$ cat src/rtl/fifo_read_ctrl_pkg.sv
// Shared sizing for the audio sample FIFO; imported by both the write-side and read-side logic.
package fifo_read_ctrl_pkg;
  localparam int FIFO_ADDR_W    = 4;
  localparam int FIFO_PTR_W     = FIFO_ADDR_W + 1;
  localparam int FIFO_DEPTH     = 2 ** FIFO_ADDR_W;
  localparam int FIFO_AE_THRESH = 2;
endpackage

$ cat src/rtl/fifo_read_ctrl_status.sv
// Pointer compare: empty/full/level/almost_empty from the registered read and write pointers.
module fifo_status #(
  parameter int ADDR_W    = 4,
  parameter int AE_THRESH = 2
) (
  input  logic [ADDR_W:0] rptr,
  input  logic [ADDR_W:0] wptr,
  output logic            fifo_empty,
  output logic            fifo_full,
  output logic            almost_empty,
  output logic [ADDR_W:0] level
);
  localparam logic [ADDR_W:0] AE_LVL = (ADDR_W + 1)'(AE_THRESH);

  // Wrap bits differ with equal addresses only when the writer is a full lap ahead.
  assign fifo_empty   = (rptr == wptr);
  assign fifo_full    = (rptr[ADDR_W] != wptr[ADDR_W]) &&
                        (rptr[ADDR_W-1:0] == wptr[ADDR_W-1:0]);
  assign level        = wptr - rptr;
  assign almost_empty = (level <= AE_LVL);
endmodule

$ cat src/rtl/fifo_read_ctrl.sv
// Read-side controller: read pointer, empty gating, read-data valid strobe and sticky underflow.
module fifo_read_ctrl
  import fifo_read_ctrl_pkg::*;
#(
  parameter int ADDR_W    = FIFO_ADDR_W,
  parameter int AE_THRESH = FIFO_AE_THRESH
) (
  input  logic            clk,
  input  logic            rst_n,
  input  logic            rd,
  input  logic [ADDR_W:0] wptr,
  input  logic            clr_err,
  output logic [ADDR_W:0] rptr,
  output logic            fifo_re,
  output logic            fifo_empty,
  output logic            fifo_full,
  output logic            almost_empty,
  output logic [ADDR_W:0] level,
  output logic            dout_valid,
  output logic            underflow
);
  fifo_status #(.ADDR_W(ADDR_W), .AE_THRESH(AE_THRESH)) u_status (
    .rptr         (rptr),
    .wptr         (wptr),
    .fifo_empty   (fifo_empty),
    .fifo_full    (fifo_full),
    .almost_empty (almost_empty),
    .level        (level)
  );

  assign fifo_re = rd & ~fifo_empty;

  always_ff @(posedge clk or negedge rst_n) begin
    if (!rst_n) begin
      rptr       <= '0;
      dout_valid <= 1'b0;
      underflow  <= 1'b0;
    end else begin
      if (fifo_re) rptr <= rptr + (ADDR_W + 1)'(1);
      // RAM is registered-read: data appears one clock after the enable.
      dout_valid <= fifo_re;
      // A fresh underflow wins over a clear in the same cycle.
      if (rd && fifo_empty) underflow <= 1'b1;
      else if (clr_err)     underflow <= 1'b0;
    end
  end
endmodule

$ cat config.mk
export PLATFORM = sky130hd
export DESIGN_NAME = fifo_read_ctrl
export DESIGN_NICKNAME = d
export VERILOG_FILES = /design/src/rtl/fifo_read_ctrl_pkg.sv /design/src/rtl/fifo_read_ctrl_status.sv /design/src/rtl/fifo_read_ctrl.sv
export SDC_FILE = /design/constraint.sdc
export NUM_CORES = 1
export LEC_CHECK = 0
export BUFFER_PORTS_ARGS = -buffer_cell sky130_fd_sc_hd__clkbuf_2
export CORE_AREA = 2 2 39 41
export CTS_CLUSTER_SIZE = 12
export DETAILED_ROUTE_END_ITERATION = 7
export DIE_AREA = 0 0 41 43
export PLACE_DENSITY = 0.75
export SYNTH_ARGS = -nofsm -noshare
export SYNTH_HDL_FRONTEND = slang
export SYNTH_HIERARCHICAL = 1
export SYNTH_SLANG_ARGS = --single-unit
$ cat constraint.sdc
create_clock -name clk -period 2.35 [get_ports clk]
set_clock_uncertainty 0.1 [all_clocks]
set_input_delay 0.1175 -clock clk [delete_from_list [all_inputs] [get_ports clk]]
set_output_delay 0.1175 -clock clk [all_outputs]
set_load 0.02 [all_outputs]
* Word level (Yosys, flattened, before mapping)
Cells that the tools add are included.
** Operators by class
- Add/sub/neg operators :: 2
- $lt $le $gt $ge :: 1
- Equality and inequality tests :: 3
- Multiplexer cells :: 2
- Bitwise operators :: 2
- Reductions and logical operators :: 3
** Operators by type and width (count)
- $add 5x1->5 const B :: 1
- $eq 5x5->1 :: 1
- $le 5x2->1 const B :: 1
- $sub 5x5->5 :: 1
- $eq 4x4->1 :: 1
- $logic_and 1x1->1 :: 2
- $mux 1 :: 2
- $reduce_bool 2->1 :: 1
- $and 1x1->1 :: 1
- $ne 1x1->1 :: 1
- $not 1->1 :: 1
** Word-level totals
- Register bits :: 7
- Bits of input ports :: 9
- Output and inout bits :: 16
- Word-level logic and storage cells :: 16

* Depth between registers and ports, before layout
- Depth after elaboration :: 3
- Gate-level depth with buffers :: 8
- Mapped depth without buffers :: 7

* By module
Netlist, hierarchy kept.
** By module, submodules not included
- fifo_read_ctrl :: times used 1, cells each 21, area each 291.5 µm², seq. area each 175.2 µm²
- fifo_status :: times used 1, cells each 27, area each 206.4 µm², seq. area each 0.0 µm²

* Least setup slack after synthesis
OpenSTA, ideal clock, no wires.
- Path type :: flip-flop to output port
- Start :: register rptr[0]
- End :: output port almost_empty
- Data arrival time :: 2.178 ns
- Required time :: 2.132 ns
- Path slack :: -0.046 ns
- Stages on the path, launching flop included :: 7
- Path buffers :: 0
- Cells stage by stage :: dfrtp_1 -> ha_1 -> fa_1 -> nand2b_1 -> a21oi_2 -> xnor2_1 -> a2111oi_2
** On the way
- Word-level cells in the longest chain between the ends :: 2
** RTL lines
- from (decl) :: RTL line fifo_read_ctrl.sv:13 : output logic [ADDR_W:0] rptr,
- from (signal assigned) :: RTL line fifo_read_ctrl.sv:39 : if (fifo_re) rptr <= rptr + (ADDR_W + 1)'(1);
- $sub 5x5->5 :: RTL line fifo_read_ctrl_status.sv:19 : assign level = wptr - rptr;
- net level[4] :: RTL line fifo_read_ctrl.sv:18 : output logic [ADDR_W:0] level,
- $le 5x2->1 :: RTL line fifo_read_ctrl_status.sv:20 : assign almost_empty = (level <= AE_LVL);
- to (decl) :: RTL line fifo_read_ctrl.sv:17 : output logic almost_empty,
The timed path passes the listed nets, and every way through them passes these cells.

* Worst setup path after layout
- Start :: register rptr[0]
- End :: output port almost_empty
** On the way
- Word-level cells in the longest chain between the ends :: 2
** RTL lines (RTL line)
- $sub 5x5->5 :: fifo_read_ctrl_status.sv:19
- $le 5x2->1 :: fifo_read_ctrl_status.sv:20
No other way between the ends.

==> out/metrics.csv <==
metric,value,unit
status,"finished, final reports clean",
Setup-failing EPs final,0,
Core Box Area,1380,sq um
final hold violations,0,
Initial DRC Count,0,
RR Endpoint,rptr[1],
Netlist cell types,19,
GRT overflow,0,
MaxCap Viol Count,0,
hold slack,0.0173,ns
met2 Usage GRT,0.219,
Hold Path Cell Cnt,3,
Worst Hold Endpoint,underflow,
worst slew pin tran,0.357,ns
worst skew pair latency,0.24,ns
vias per cell,4.49,
Fill cells,138,
largest net degree at the start of global routing,8,
sw power,612,uW
DRC viols,0,
most frequent cells in the layout,"clkbuf_2, inv_1, dfrtp_1",
layer with the highest usage,met2,
post-synthesis sequential area ratio,0.352,
Placed Area,647,sq um
CP required,2.13,ns
Final Power,1220,uW
drt pass-1 iters,1,
# placed instances,88,
met1 Use GR,0.159,
Worst setup SP type,register,
Setup CP Type,reg -> out,
DIE WIDTH,41,um
Critical Path End Type,output pin,
Comb power frac,0.732,
clock sink total,7,
P_int,608,uW
Worst VDD drop,0.649,mV
gpl congestion,0.651,
relative slew slack,0.761,
Yosys top cell by area,dfrtp_1,
dpl hpwl,878,um
starting density of the core,0.360,
Finished Layout Cells,96,
first-pass GRT wire length,1600,um
"top cells by area, synth","dfrtp_1, ha_1, xnor2_1",
PwrDens,1670,nW/um^2
Clk pwr share,0.085,
Tcrit/Tclk final,0.966,
IO Count,25,
number of antenna diodes,0,
critical path arrival,2.05,ns
buffer type at the clock tree root,clkbuf_4,
routing usage on met3,0.0157,
"commonest non-fill, non-tap cell in the layout",clkbuf_2,
"reg-to-reg slack, setup",0.35,ns
FP Rows,14,
"Core Util, Final",0.528,
WL/cell,10.8,um
reg2reg start,rptr[2],
"flops & latches, synth",7,
CTS H-tree depth,1,
cell count after synthesis,48,
yosys warns,6,
layout cell share with drive strength beyond 1,0.488,
DRT antenna net count,0,
WL final,1030,um
Tot GR Track Use,0.138,
die area,1760,sq um
antenna violations before repair,0,
crit path time final,2.27,ns
Max clock buf depth,2,
Fmax,441,MHz
final-stage net count,96,
Flop pwr share,0.183,
total CTS buffers,3,
syn nets,63,
"CTS clk-pin slew, worst paths",0.05,ns
class of the worst hold path,in -> reg,
final instance area,731,sq um
vias in the first global route,407,
TritonCTS clock tree,done,
Hold Startpoint,rd,
Switching Fraction,0.502,
area delta synth->final,46.7,%
Post-Syn Area,498,sq um
worst-path maximum fanout,2,
syn avg cell area,10.4,sq um
"Slew Viols, Final",0,
Die Ht,43,um
area share of the largest cell type after synthesis,0.352,
Vias,431,
leakage,0.000382,uW
Buffers on Ports,24,
worst r2r path cells,6,
[worst max path at each step]
stage | from | to | slack [ns] | depth (start not counted)
after CTS | rptr[0] | almost_empty | 0.03 | 7
after detailed placement | rptr[0] | almost_empty | 0.16 | 7
after floorplan | rptr[0] | almost_empty | 0.08 | 6
final | rptr[0] | almost_empty | 0.08 | 7
after global placement | rptr[0] | almost_empty | 0.23 | 7
after global routing | rptr[0] | almost_empty | -0.002 | 7
[repair_timing]
| item | in CTS | in global routing |
|---|---|---|
| pin swaps | 1 | 2 |
| setup buffers | 1 | 1 |
| resized for setup | 4 | 2 |
| endpoints found under the hold margin | 8 | 0 |
| hold buffers | 2 | 0 |
| endpoints found under the setup margin | 1 | 1 |
[kinds of logic after synthesis]
| kind of cell | synth area share |
|---|---|
| AO/OA/AOI/OAI | 0.0779 |
| flip-flops | 0.352 |
| multiplexers | 0.0301 |
| adder cells (fa/ha/maj) | 0.166 |
| AND/OR/NAND/NOR | 0.136 |
| XOR/XNOR | 0.156 |
| buffers and inverters | 0.0829 |
[cells in the mapped netlist]
master	instances
inv_1	8
nor2_1	3
nand4_1	3
a2111oi_2	1
xor2_1	2
nand2b_1	1
a21oi_1	1
fa_1	1
dfrtp_1	7
buf_6	1
a21oi_2	1
mux2_4	1
nor2b_4	1
nor2b_1	1
xor2_2	1
ha_1	5
xnor2_1	5
nand2_1	3
o21ai_0	2
[metal layers]
layer  up-vias  routed length [um]
met1       192                 403
li1        220                   -
met2        17                 550
met3         2                  72
met5         -                   0
met4         0                   8
[metrics by stage]
step	setup TNS, ns	worst slack (ns)
4_1_cts	0	0.0258
2_1_floorplan	0	0.0764
6_report	0	0.0805
5_1_grt	-0.00210	-0.00210
3_3_place_gp	0	0.226
3_5_place_dp	0	0.163
[state kept, by name, summed over array words and instances (netlist names)]
signal,flops
underflow,1
rptr,5
dout_valid,1
[worst max-delay path: stages (launching register included)]
cell,delay (ns)
dfrtp_1,0.38
ha_2,0.18
fa_2,0.35
nand2b_4,0.15
a21oi_2,0.17
xnor2_2,0.11
a2111oi_4,0.27
buf_4,0.19
[power groups by stage]
stage,clock [uW],sequential [uW],combinational (uW)
after global routing,114,232,971
after floorplan,0,294,509
after global placement,0,229,782
after CTS,108,226,854
after detailed placement,0,235,799
final,104,223,893
[layout make-up]
cell class	instances	area, sq um	share of cell area
tap	16	20.0	0.0274
sequential	7	175	0.240
inverter	8	30.0	0.0411
clock buffer	4	26.3	0.0360
multi-input combinational	32	314	0.430
timing repair buffer	29	165	0.226
Note: power is estimated with default switching activity, not from simulation.
